**src/rtl/instr_fetch_unit.sv**
```systemverilog
// Fetch stage: PC register, same-cycle imem lookup, small {pc,instr} FIFO to decode.
// Optional macro FETCH_MISALIGN_CHECK_EN halts fetch on a misaligned redirect target.
module instr_fetch_unit #(
  parameter logic [31:0] RESET_PC   = 32'h0000_0000,
  parameter int          FIFO_DEPTH = 4
) (
  input  logic        clk,
  input  logic        rst_n,
  output logic [31:0] imem_addr,
  input  logic [31:0] imem_instr,
  input  logic        redirect_valid,
  input  logic [31:0] redirect_pc,
  output logic        if_valid,
  input  logic        if_ready,
  output logic [31:0] if_instr,
  output logic [31:0] if_pc,
  output logic        fetch_misalign
);
  localparam int PW = $clog2(FIFO_DEPTH);
  localparam logic [PW:0] DEPTH = (PW+1)'(FIFO_DEPTH);

  typedef struct packed {
    logic [31:0] pc;
    logic [31:0] instr;
  } entry_t;

  entry_t        fifo [FIFO_DEPTH];
  entry_t        head;
  logic [31:0]   pc;
  logic [31:0]   target;
  logic [PW-1:0] rd_ptr, wr_ptr;
  logic [PW:0]   count;
  logic          halted, pop, push;

  assign imem_addr = pc;
  assign if_valid  = (count != '0);
  assign pop       = if_valid & if_ready;
  // A full buffer still accepts a push when the head leaves in the same cycle.
  assign push      = ~redirect_valid & ((count < DEPTH) | pop) & ~halted;
  assign head      = fifo[rd_ptr];
  assign if_instr  = head.instr;
  assign if_pc     = head.pc;

`ifdef FETCH_MISALIGN_CHECK_EN
  assign target = redirect_pc;

  always_ff @(posedge clk or negedge rst_n) begin
    if (!rst_n) begin
      halted         <= 1'b0;
      fetch_misalign <= 1'b0;
    end else if (redirect_valid) begin
      halted         <= (redirect_pc[1:0] != 2'b00);
      fetch_misalign <= (redirect_pc[1:0] != 2'b00);
    end
  end
`else
  logic unused_lsb;
  assign unused_lsb     = ^redirect_pc[1:0];
  assign target         = {redirect_pc[31:2], 2'b00};
  assign halted         = 1'b0;
  assign fetch_misalign = 1'b0;
`endif

  always_ff @(posedge clk or negedge rst_n) begin
    if (!rst_n) begin
      pc     <= RESET_PC;
      rd_ptr <= '0;
      wr_ptr <= '0;
      count  <= '0;
    end else if (redirect_valid) begin
      // A pop this cycle still reaches decode; everything left is discarded.
      pc     <= target;
      rd_ptr <= '0;
      wr_ptr <= '0;
      count  <= '0;
    end else begin
      if (push) begin
        wr_ptr <= wr_ptr + 1'b1;
        pc     <= pc + 32'd4;
      end
      if (pop) rd_ptr <= rd_ptr + 1'b1;
      case ({push, pop})
        2'b10:   count <= count + 1'b1;
        2'b01:   count <= count - 1'b1;
        default: count <= count;
      endcase
    end
  end

  always_ff @(posedge clk) begin
    if (push) fifo[wr_ptr] <= '{pc: pc, instr: imem_instr};
  end
endmodule
```
**config.mk**
```make
export PLATFORM = sky130hd
export DESIGN_NAME = instr_fetch_unit
export DESIGN_NICKNAME = d
export VERILOG_FILES = /design/src/rtl/instr_fetch_unit.sv
export SDC_FILE = /design/constraint.sdc
export NUM_CORES = 1
export LEC_CHECK = 0
export CORE_ASPECT_RATIO = 1.75
export CORE_MARGIN = 2
export CORE_UTILIZATION = 45
export DETAILED_ROUTE_END_ITERATION = 10
export DONT_BUFFER_PORTS = 1
export PLACE_DENSITY = 0.66
export SYNTH_ARGS = -nofsm -noshare
export SYNTH_HDL_FRONTEND = slang
export SYNTH_SLANG_ARGS = --single-unit
```
**constraint.sdc**
```tcl
create_clock -name clk -period 3.67 [get_ports clk]
set_input_delay 0.5505 -clock clk [delete_from_list [all_inputs] [get_ports clk]]
set_output_delay 0.5505 -clock clk [all_outputs]
set_load 0.02 [all_outputs]
```
* Word-level counts from Yosys, hierarchy flattened
Memory sizes are Yosys's and may differ from the RTL's.
Index checks and enable logic that the tools add are counted.
W data, S select, Z words.
** Cells by class
- Bitwise gates (word level) :: 4
- Reductions and logical operators :: 4
- Muxes and demuxes :: 10
- Add/sub/neg operators :: 5
- Equal/unequal tests :: 2
- Magnitude comparators :: 1
** Operators with widths (count)
- $mux W32 :: 2
- $add A32 B3 Y32 const B :: 1
- $mux W2 :: 4
- $pmux W3 S2 :: 1
- $reduce_bool A3 Y1 :: 2
- $add A2 B1 Y2 const B :: 2
- $reduce_bool A2 Y1 :: 2
- $add A3 B1 Y3 const B :: 1
- $lt A3 B3 Y1 const B :: 1
- $mux W3 :: 1
- $sub A3 B1 Y3 const B :: 1
- $and A1 B1 Y1 :: 2
- $eq A2 B1 Y1 const B :: 1
- $eq A2 B2 Y1 const B :: 1
- $mux W1 :: 2
- $not A1 Y1 :: 1
- $or A1 B1 Y1 :: 1
** Word-level totals
- Word-level logic and storage cells :: 31
- Output and inout port bits :: 98
- Memories kept :: 1
- Input bits :: 68
- Register bits :: 39
- RAM bits :: 256
** Memory list
- fifo :: depth 4, bits a word 64, read ports 1, clocked after Yosys merged registers in 0, wr ports 1, line 27 : entry_t fifo [FIFO_DEPTH];

* Depth between registers and ports, before layout
- Word-level depth :: 7
- Depth in mapped cells :: 6
- Mapped depth without buffers :: 6

* Worst setup path before layout
No wires, ideal clock.
- Kind :: input to register
- Start point :: input port if_ready
- End point :: memory fifo[0][0] (netlist bit), enable pin
- Data required time :: 3.243 ns
- Path buffers :: 2
- Path slack :: 0.529 ns
- Data arrival time :: 2.714 ns
- Setup time :: 0.427 ns
- Stages on the path :: 4
- Cell sequence :: nand2b_1 > clkbuf_1 > clkbuf_1 > and3_1
** Between the ends
- Cells in the longest elaborated chain, start to end :: 5
** RTL lines
- start: declaration :: line 14 : input logic if_ready,
- $and A1 B1 Y1 :: line 37 : assign pop = if_valid & if_ready;
- $or A1 B1 Y1 :: line 39 : assign push = ~redirect_valid & ((count < DEPTH) | pop) & ~halted;
- $and A1 B1 Y1 :: line 39
- $mux W1 :: line 91 : if (push) fifo[wr_ptr] <= '{pc: pc, instr: imem_instr};
- $mux W1 (not written as such) :: line 91
- end: declaration :: line 27
Every way passes these cells.

* Worst setup path after layout
- Start point :: register rd_ptr[0]
- End point :: output port if_instr[22]
** Between the ends
- Cells in the longest elaborated chain, start to end :: 1
** RTL lines
- start: declaration :: line 31 : logic [PW-1:0] rd_ptr, wr_ptr;
- start signal: assignment :: line 81 : if (pop) rd_ptr <= rd_ptr + 1'b1;
- $mem_v2 Z4 W64
- end: declaration :: line 15 : output logic [31:0] if_instr,
Every way passes these cells.

==> impl_metrics.prom <==
# TYPE chip_impl_metric gauge
chip_impl_info{name="outcome",value="finished clean"} 1
chip_impl_metric{name="post_synth_and_or_nand_nor_area_fraction",unit=""} 0.0565
chip_impl_metric{name="syn-cell-area",unit="sq um"} 11100
chip_impl_info{name="yosys_most_used_dff",value="sky130_fd_sc_hd__edfxtp_1"} 1
chip_impl_info{name="capture_endpoint_of_the_worst_hold_path",value="count[1]"} 1
chip_impl_metric{name="postSynth.asyncResetShare",unit=""} 0.130
chip_impl_metric{name="core_region_area",unit="sq um"} 24400
chip_impl_metric{name="synthesis.yosys.warnings",unit=""} 0
chip_impl_metric{name="post-route-period-util",unit=""} 0.810
chip_impl_metric{name="detail-route-antenna-nets",unit=""} 0
chip_impl_metric{name="required",unit="ps"} 3120
chip_impl_metric{name="cts.clk_slew.worst_paths",unit="ps"} 70
chip_impl_metric{name="drt-vias-per-instance",unit=""} 5.90
chip_impl_info{name="grt_setup_unrepaired",value="false"} 1
chip_impl_metric{name="first_global_vias",unit=""} 5702
chip_impl_metric{name="clock_sinks",unit=""} 285
chip_impl_metric{name="detail_route.iter0.violations",unit=""} 388
chip_impl_metric{name="synth-edff-count",unit=""} 248
chip_impl_info{name="synth_top_family_by_area",value="multiplexers"} 1
chip_impl_info{name="rr_endpoint",value="imem_addr[27]"} 1
chip_impl_metric{name="critical_path_arrival",unit="ps"} 2420
chip_impl_metric{name="num_io_pins",unit=""} 166
chip_impl_metric{name="grt.total_usage",unit=""} 0.178
chip_impl_metric{name="post_route_cells_drive_above_1_share",unit=""} 0.188
chip_impl_metric{name="area_enclosed_by_the_die_boundary",unit="sq um"} 26100
chip_impl_info{name="cp-end-kind",value="primary output"} 1
chip_impl_metric{name="post_layout_power",unit="mW"} 8.09
chip_impl_metric{name="timing.final.crit_period",unit="ps"} 2970
chip_impl_metric{name="synth_cells",unit=""} 580
chip_impl_metric{name="wire_per_inst",unit="um"} 24.6
chip_impl_info{name="tritoncts",value="done"} 1
chip_impl_metric{name="tritoncts.num_buffers",unit=""} 25
chip_impl_metric{name="fin_setup_tns",unit="ps"} 0
chip_impl_metric{name="slew_headroom",unit=""} 0.337
chip_impl_metric{name="post_synth_xor_area_fraction",unit=""} 0.00944
chip_impl_metric{name="slew_violations",unit=""} 0
chip_impl_metric{name="vias",unit=""} 5407
chip_impl_metric{name="peak_supply_drop",unit="mV"} 0.461
chip_impl_metric{name="synth.distinct_cells",unit=""} 36
chip_impl_metric{name="min_path_cells",unit=""} 1
chip_impl_info{name="hold_start",value="redirect_valid"} 1
chip_impl_metric{name="areaGrowthSynthToFinish",unit="%"} 10.1
chip_impl_info{name="startpoint_type",value="register"} 1
chip_impl_metric{name="drc",unit=""} 0
chip_impl_metric{name="drt_first_pass_iters",unit=""} 5
chip_impl_metric{name="cts.path.max_buffers",unit=""} 3
chip_impl_metric{name="maxCapViolations",unit=""} 0
chip_impl_metric{name="grt_antenna_before_repair",unit=""} 0
chip_impl_metric{name="timing.fmax",unit="MHz"} 336
chip_impl_metric{name="slack_of_the_worst_reg_to_reg_path",unit="ps"} 1150
chip_impl_metric{name="gr-total-overflow",unit=""} 0
chip_impl_metric{name="pwr_density_cell",unit="nW/um^2"} 661
chip_impl_metric{name="postSynthRegisterBits",unit=""} 285
chip_impl_metric{name="synthAdderAreaFrac",unit=""} 0.00742
chip_impl_metric{name="timing.clock.skew",unit="ps"} 12.7
chip_impl_metric{name="final_weighted_congestion_in_routability_driven_placement",unit=""} 0.842
chip_impl_metric{name="totalWireLength",unit="um"} 22600
chip_impl_metric{name="start_util",unit=""} 0.455
chip_impl_metric{name="io_buffer_count",unit=""} 0
chip_impl_info{name="mostFrequentLayoutCell",value="sky130_fd_sc_hd__edfxtp_1"} 1
chip_impl_metric{name="hold_viol",unit=""} 0
chip_impl_metric{name="dp_hpwl",unit="um"} 14500
chip_impl_metric{name="cts_htree_levels",unit=""} 1
chip_impl_metric{name="synth_mux_area_frac",unit=""} 0.126
chip_impl_metric{name="num_antenna_cells",unit=""} 0
chip_impl_metric{name="final_net_count",unit=""} 661
chip_impl_metric{name="leakagePower",unit="nW"} 3.84
chip_impl_metric{name="worst_skew_pair.late_latency",unit="ps"} 530
chip_impl_metric{name="cts.hold.buffers_added",unit=""} 2
chip_impl_metric{name="worst_margin_pin_slew",unit="ps"} 994
chip_impl_metric{name="grt_max_degree",unit=""} 64
chip_impl_info{name="worst_path_class_setup",value="reg2out"} 1
chip_impl_metric{name="number_of_resized_instances_in_the_post_cts_repair_step",unit=""} 0
chip_impl_info{name="layout.cells.most_common_list",value="sky130_fd_sc_hd__edfxtp_1 (248), sky130_fd_sc_hd__mux4_2 (62), sky130_fd_sc_hd__dfrtp_1 (35)"} 1
chip_impl_metric{name="rows",unit=""} 76
chip_impl_metric{name="grt_first_pass_wirelength",unit="um"} 34500
chip_impl_metric{name="synth-compound-area-share",unit=""} 0.0310
chip_impl_info{name="min_path_type",value="in2reg"} 1
chip_impl_metric{name="share_of_synthesized_area_occupied_by_flip_flops_and_latches",unit=""} 0.752
chip_impl_metric{name="worst-path-max-fanout",unit=""} 29
chip_impl_metric{name="syn_avg_cell_area",unit="sq um"} 19.2
chip_impl_metric{name="die_height",unit="um"} 212
chip_impl_info{name="worstReg2RegStart",value="imem_addr[6]"} 1
chip_impl_metric{name="setup_viol",unit=""} 0
chip_impl_metric{name="die-width",unit="um"} 123
chip_impl_info{name="cts_root_buffer",value="sky130_fd_sc_hd__clkbuf_16"} 1
chip_impl_metric{name="cts_setup_buffers",unit=""} 0
chip_impl_metric{name="timing.reg2reg.worst_path_depth",unit=""} 4
[flip-flops by register name (all words and copies together), names as in the netlist]
name and count:
count 3, fifo 248, imem_addr 30, rd_ptr 2, wr_ptr 2
[area by class of cell]
class / instances / area (sq um)
fill: 1941 / 12200
sequential: 285 / 8380
multi-input combinational: 259 / 2610
clock buffer: 30 / 644
tap: 312 / 390
timing repair buffer: 10 / 103
clock inverter: 15 / 100
inverter: 6 / 22.5
[metrics by stage]
step                      setup WS, ps  instance area (sq um)  utilization  hold slack, ps  cells
after floorplan                    529                  11100            -             255    584
after global placement            1200                  11500        0.469             256    870
after detailed placement          1140                  11500        0.469             256    870
after CTS                          595                  12200        0.501            48.6    917
after global routing               506                  12200        0.501            45.9    917
final                              696                  12200        0.501            73.9    917
[per-layer routing]
| layer | GRT usage | vias to the layer above | part of all wire |
|---|---|---|---|
| met1 | 0.207 | 2813 | 0.36 |
| met2 | 0.323 | 184 | 0.56 |
| met5 | 0 | - | 0 |
| met4 | 0.0606 | 0 | 0.028 |
| met3 | 0.0357 | 35 | 0.061 |
| li1 | - | 2375 | - |
[worst max-delay path by stage]
| stage | start | to | slack [ps] | cells after the start |
|---|---|---|---|---|
| finish | rd_ptr[0] | if_instr[22] | 700 | 2 |
| global route | rd_ptr[0] | if_instr[21] | 510 | 2 |
| CTS | rd_ptr[0] | if_instr[22] | 600 | 2 |
| global placement | rd_ptr[0] | if_instr[22] | 1200 | 2 |
| floorplan | if_ready | fifo[0][0] | 530 | 4 |
| detailed placement | imem_addr[5] | imem_addr[27] | 1140 | 4 |
[report_power, final]
part | total, mW | internal, mW | switching (mW)
Clock | 2.41 | 1.32 | 1.09
Sequential | 4.26 | 3.92 | 0.342
Combinational | 1.42 | 0.557 | 0.867
[Yosys cell counts (all sizes together) (2+ instances only)]
master	instances	area [sq um]
a31oi	19	119
clkbuf	19	71.3
nand3	10	50.1
and3	9	56.3
o31a	3	26.3
nor4	2	12.5
or3	10	62.6
or4	13	97.6
and4	3	26.3
xor2	5	43.8
ha	5	62.6
o31ai	10	75.1
xnor2	7	61.3
buf	15	90.1
edfxtp	248	7450
nand2b	2	12.5
nand4	14	103
a21oi	4	20.0
dfrtp	37	926
nor3	2	10.0
inv	5	18.8
nor2	25	93.8
nand2	23	86.3
mux4	62	1400
o21ai	21	105
[cell families (layout without fill, tap and decap cells)]
| logic type | after synthesis | in the layout |
|---|---|---|
| AOI/OAI and AO/OA | 57 | 57 |
| muxes | 63 | 63 |
| other | 1 | 5 |
| adders and majority gates | 6 | 6 |
| xor gates and xnor gates | 12 | 12 |
| and+or+nand+nor | 116 | 116 |
| DFF | 285 | 285 |
| buffers and inverters | 40 | 61 |
[worst max-delay path: stages (launching register included)]
cell	delay, ps
sky130_fd_sc_hd__dfrtp_4	830
sky130_fd_sc_hd__buf_4	410
sky130_fd_sc_hd__mux4_2	640
Note: power is estimated with default switching activity, not from simulation.
